$ cat src/rtl/ram_port_arbiter.sv
// Shares one synchronous-read RAM between the processor port and the debug/loader port.
// Grant and RAM strobes are combinational in the request cycle; read data returns one cycle later.
// Losing requester waits holding its request; owner stickiness is capped by MAX_BURST to bound starvation.
module ram_port_arbiter #(
  parameter int ADDR_W    = 5,
  parameter int DATA_W    = 16,
  parameter int MAX_BURST = 4
) (
  input  logic              clk,
  input  logic              rst,
  input  logic              cpu_req,
  input  logic              cpu_we,
  input  logic [ADDR_W-1:0] cpu_addr,
  input  logic [DATA_W-1:0] cpu_wdata,
  output logic              cpu_gnt,
  output logic              cpu_rvalid,
  output logic [DATA_W-1:0] cpu_rdata,
  input  logic              dbg_req,
  input  logic              dbg_we,
  input  logic [ADDR_W-1:0] dbg_addr,
  input  logic [DATA_W-1:0] dbg_wdata,
  output logic              dbg_gnt,
  output logic              dbg_rvalid,
  output logic [DATA_W-1:0] dbg_rdata,
  output logic [ADDR_W-1:0] ram_addr,
  output logic              ram_we,
  output logic [DATA_W-1:0] ram_wdata,
  input  logic [DATA_W-1:0] ram_rdata
);

  localparam int CNT_W = $clog2(MAX_BURST + 1);
  localparam logic [CNT_W-1:0] MAX_CNT = CNT_W'(MAX_BURST);
  localparam logic [CNT_W-1:0] ONE_CNT = CNT_W'(1);

  typedef enum logic [1:0] {
    OWN_IDLE = 2'd0,
    OWN_CPU  = 2'd1,
    OWN_DBG  = 2'd2
  } owner_t;

  owner_t           owner;
  owner_t           last_owner;
  logic [CNT_W-1:0] burst_cnt;
  logic             win_cpu;
  logic             win_dbg;
  logic             cpu_rvalid_q;
  logic             dbg_rvalid_q;

  // Pick this cycle's winner; nothing is granted while reset is held.
  always_comb begin
    win_cpu = 1'b0;
    win_dbg = 1'b0;
    if (!rst) begin
      if (cpu_req && !dbg_req) begin
        win_cpu = 1'b1;
      end else if (dbg_req && !cpu_req) begin
        win_dbg = 1'b1;
      end else if (cpu_req && dbg_req) begin
        case (owner)
          OWN_CPU: begin
            win_cpu = (burst_cnt < MAX_CNT);
            win_dbg = !(burst_cnt < MAX_CNT);
          end
          OWN_DBG: begin
            win_dbg = (burst_cnt < MAX_CNT);
            win_cpu = !(burst_cnt < MAX_CNT);
          end
          default: begin
            // Fresh contention goes to whoever did not own the RAM most recently.
            win_cpu = (last_owner == OWN_DBG);
            win_dbg = (last_owner != OWN_DBG);
          end
        endcase
      end
    end
  end

  assign cpu_gnt   = win_cpu;
  assign dbg_gnt   = win_dbg;
  assign ram_addr  = win_cpu ? cpu_addr  : (win_dbg ? dbg_addr  : '0);
  assign ram_wdata = win_cpu ? cpu_wdata : (win_dbg ? dbg_wdata : '0);
  assign ram_we    = (win_cpu & cpu_we) | (win_dbg & dbg_we);

  // Ownership, burst counting and read-response tracking.
  always_ff @(posedge clk) begin
    if (rst) begin
      owner        <= OWN_IDLE;
      last_owner   <= OWN_DBG;
      burst_cnt    <= '0;
      cpu_rvalid_q <= 1'b0;
      dbg_rvalid_q <= 1'b0;
    end else begin
      cpu_rvalid_q <= win_cpu & ~cpu_we;
      dbg_rvalid_q <= win_dbg & ~dbg_we;
      if (!win_cpu && !win_dbg) begin
        owner     <= OWN_IDLE;
        burst_cnt <= '0;
      end else if ((win_cpu && owner == OWN_CPU) || (win_dbg && owner == OWN_DBG)) begin
        if (burst_cnt != MAX_CNT) begin
          burst_cnt <= burst_cnt + ONE_CNT;
        end
      end else begin
        owner      <= win_cpu ? OWN_CPU : OWN_DBG;
        last_owner <= win_cpu ? OWN_CPU : OWN_DBG;
        burst_cnt  <= ONE_CNT;
      end
    end
  end

  // A response whose cycle coincides with reset is dropped rather than delivered.
  assign cpu_rvalid = cpu_rvalid_q & ~rst;
  assign dbg_rvalid = dbg_rvalid_q & ~rst;
  assign cpu_rdata  = ram_rdata;
  assign dbg_rdata  = ram_rdata;

endmodule

$ cat config.mk
export PLATFORM = sky130hd
export DESIGN_NAME = ram_port_arbiter
export DESIGN_NICKNAME = d
export VERILOG_FILES = /design/src/rtl/ram_port_arbiter.sv
export SDC_FILE = /design/constraint.sdc
export NUM_CORES = 1
export LEC_CHECK = 0
export BUFFER_PORTS_ARGS = -buffer_cell sky130_fd_sc_hd__buf_2
export CORE_MARGIN = 5
export CORE_UTILIZATION = 33
export CTS_CLUSTER_DIAMETER = 120
export DETAILED_ROUTE_END_ITERATION = 7
export PLACE_DENSITY = 0.78
export SLEW_MARGIN = 10
export SYNTH_ARGS = -nofsm -noshare
export SYNTH_HDL_FRONTEND = slang
export SYNTH_SLANG_ARGS = --single-unit
$ cat constraint.sdc
create_clock -name clk -period 2.15 [get_ports clk]
set_input_delay 0.215 -clock clk [delete_from_list [all_inputs] [get_ports clk]]
set_output_delay 0.215 -clock clk [all_outputs]
set_load 0.005 [all_outputs]
==> results.md <==
- Status: finished, final reports clean
- Max-slew violations: 0
- ANT nets after route: 0
- CTS clock-pin slew for the worst setup and hold paths: about 0.070 ns
- Wire per inst: roughly 15 µm
- Clock latency on the worst-skew pair: roughly 0.27 ns
- Startpoint types: register
- Htree depth: 1
- TritonCTS clock tree: yes
- Buffers on Ports: between 70 and 80
- Fmax: between 400 and 500 MHz
- PwrDens: around 620 nW/µm²
- Final nets: approximately 240
- Clk buf depth: 2
- Critical Path AT: roughly 1.9 ns
- Clk_skew: around 0.015 ns
- CP max FO: 21
- WHS Path Cells: 2
- Max cap viols: 0
- Setup TNS Final: 0 ns
- Setup Viol. Count Final: 0
- Pleak: ~0.71 nW
- Die Wd: approximately 66 µm
- Post-synth cell types: 34
- Area Overhead vs Synth: 33.4%
- R2R Setup Slk: between 0.3 and 0.4 ns
- Critical Path RT: about 1.9 ns
- Fraction of layout cells with a size suffix above 1: 60.7%
- Largest net degree at the start of global routing: 22
- Share of the yosys chip area belonging to registers: approximately 17%
- Critical path class: reg2out
- Post-Syn Area: between 1000 and 1500 µm²
- CTS sink count: 9
- Hold Path Class: in2reg
- Hold path start: dbg_we
- Mean post-synth cell area: roughly 8.5 µm²
- Worst R2R Start: owner[0]$_SDFFE_PP0N_
- First-pass GRT wire length: roughly 4900 µm
- Total Wirelength: 3210 µm
- Core footprint: 3030 µm²
- Synth Instances: 122
- GRT Total Usage: between 10% and 20%
- Worst Reg-to-Reg Cells: 8
- Hold Fails Final Rpt: 0
- Vias in the first global route: between 1000 and 1500
- Clock root buffer: clkbuf_4
- RSZ-0062 raised after global routing: yes
- Initial DRT Pass Iterations: 4
- Final hold slack: roughly 0.11 ns
- Terminus of the critical flop-to-flop path: owner[0]$_SDFFE_PP0N_
- Die H: approximately 66 µm
- Vias per Instance: ~4.8
- CTS Buf Count: 3
- Starting Density: 34.3%
- FF+latch count, synth: 9
- Hold EP: dbg_rvalid_q$_SDFF_PP0_
- Worst Setup End Kind: output port
- Minimum clock period: around 2.1 ns
- Hold_buf cts: 0
- Gp weighted congestion: 0.754
- Worst slew margin: between 70 and 80%
- # IOs: 122
- Syn Nets: 190
- Fillers: about 280
- Final total power: ~0.00086 W
- Initial antenna violation count: 0
- VDD IR max: around 0.00025 V
- Post-detail-place hpwl: around 2400 µm
- Grt ovf: 0
- ANT cells: 0
- DR DRC count: 0
- Number of DRC markers in iteration 0: 59
- Vias: 1031
- Die outline area: around 4400 µm²
- Slew at the pin closest to its max-slew limit: roughly 0.34 ns
- Tcrit/Tclk final: between 90% and 100%
- Num rows: 20
- Synth warnings: 0
==> logic make-up after synthesis <==
family                     Yosys count  share of synthesized area [%]
xor gates and xnor gates             1                          0.844
AOI/OAI and AO/OA                   36                           31.1
DFF                                  9                           17.3
muxes                                1                           1.32
and+or+nand+nor                     28                           16.3
adders and majority gates            4                           4.82
buffers and inverters               43                           28.3
==> through the flow <==
step	setup WS (ns)	cells	cell area [µm²]	utilization, %
3_5_place_dp	0.123	206	1230	40.6
6_report	0.0304	217	1390	45.7
2_1_floorplan	0.303	122	1040	-
3_3_place_gp	0.187	206	1230	40.6
5_1_grt	-0.0481	217	1390	45.7
4_1_cts	0.00917	215	1350	44.6
==> how the worst max path moves through the flow <==
stage / startpoint / to / slack (ns) / cells after the start
final: owner[0]$_SDFFE_PP0N_ / ram_wdata[9] / 0.03 / 9
after global routing: owner[0]$_SDFFE_PP0N_ / ram_wdata[6] / -0.05 / 9
after CTS: owner[0]$_SDFFE_PP0N_ / ram_wdata[15] / 0.009 / 9
after detailed placement: owner[0]$_SDFFE_PP0N_ / ram_wdata[15] / 0.12 / 9
after global placement: owner[0]$_SDFFE_PP0N_ / ram_wdata[6] / 0.19 / 9
after floorplan: owner[0]$_SDFFE_PP0N_ / ram_wdata[0] / 0.30 / 8
==> layout make-up <==
| type | count | area (µm²) | area share, % |
|---|---|---|---|
| multi-input cells | 70 | 624 | 45.1 |
| repair buffers | 84 | 472 | 34.1 |
| flip-flops and latches | 9 | 183 | 13.2 |
| well taps | 44 | 55.1 | 3.97 |
| clock buffers | 4 | 26.3 | 1.90 |
| inverters | 6 | 25.0 | 1.81 |
==> critical path, stage by stage (launching register included) <==
cell,delay [ns]
dfxtp_2,0.36
inv_2,0.05
ha_4,0.28
nand2_2,0.06
o21ai_2,0.14
a21o_1,0.15
inv_2,0.07
buf_12,0.15
a22o_1,0.23
buf_2,0.13
==> routing by layer <==
layer / wire (µm) / global-route usage [%] / up-vias / part of all wire [%]
met5: 0 / 0 / - / 0
met4: 20 / 3.05 / 0 / 0.62
met3: 191 / 4.93 / 4 / 5.9
met2: 1710 / 23.3 / 40 / 53
met1: 1290 / 18.1 / 476 / 40
li1: - / - / 511 / -
==> layout by cell type (no fill, tap or decap), types with 2 or more instances in the layout <==
cell      instances
buf_2            73
a22o_1           22
dfxtp_1           7
buf_4             7
nand2_1           5
nand2b_1          5
nor2b_1           5
inv_1             3
nor2_1            3
clkbuf_4          3
buf_6             3
o21ai_2           2
a21o_1            2
inv_2             2
a21oi_1           2
ha_4              2
ha_1              2
dfxtp_2           2
==> state kept, by name (all words and copies together), names as in the netlist <==
signal        cells
cpu_rvalid_q      1
burst_cnt         3
dbg_rvalid_q      1
owner             2
last_owner        2
==> report_power, final <==
group          total (W)  internal [W]  switching, W  leakage [nW]
combinational   0.000509      0.000276      0.000232         0.621
sequential      0.000215      0.000195     0.0000196        0.0748
clock           0.000137     0.0000716     0.0000650        0.0150
==> what timing repair did <==
item / 4_1_cts / 5_1_grt
endpoints found under the setup margin: 22 / 23
gates cloned: 2 / 0
setup buffers: 3 / 2
gates resized for setup: 15 / 5
pin swaps: 4 / 7
==> cells in the mapped netlist <==
cell type,instances,area (µm²)
a22o_1,22,193
nand2_1,6,22.5
a21boi_2,1,11.3
nand2b_1,5,31.3
and4b_1,1,10.0
nor3_2,1,10.0
o22a_1,1,8.76
inv_2,1,3.75
and3_1,1,6.26
o2111ai_1,1,8.76
and2b_1,1,7.51
a21o_1,2,15.0
buf_6,1,11.3
nand4bb_1,1,11.3
or3_1,1,6.26
o2bb2a_4,1,20.0
ha_1,4,50.1
o31a_1,1,8.76
inv_1,5,18.8
nor2b_1,5,31.3
and3b_1,1,8.76
o21ai_1,2,10.0
mux2i_2,1,13.8
nor2_1,3,11.3
buf_4,32,240
xnor2_1,1,8.76
nand3_1,1,5.00
o21ai_0,1,5.00
a311oi_4,1,26.3
nor3b_1,1,7.51
a21oi_1,2,10.0
dfxtp_1,9,180
buf_2,4,20.0
a31oi_1,1,6.26
Power figures use the tool's default switching activity.
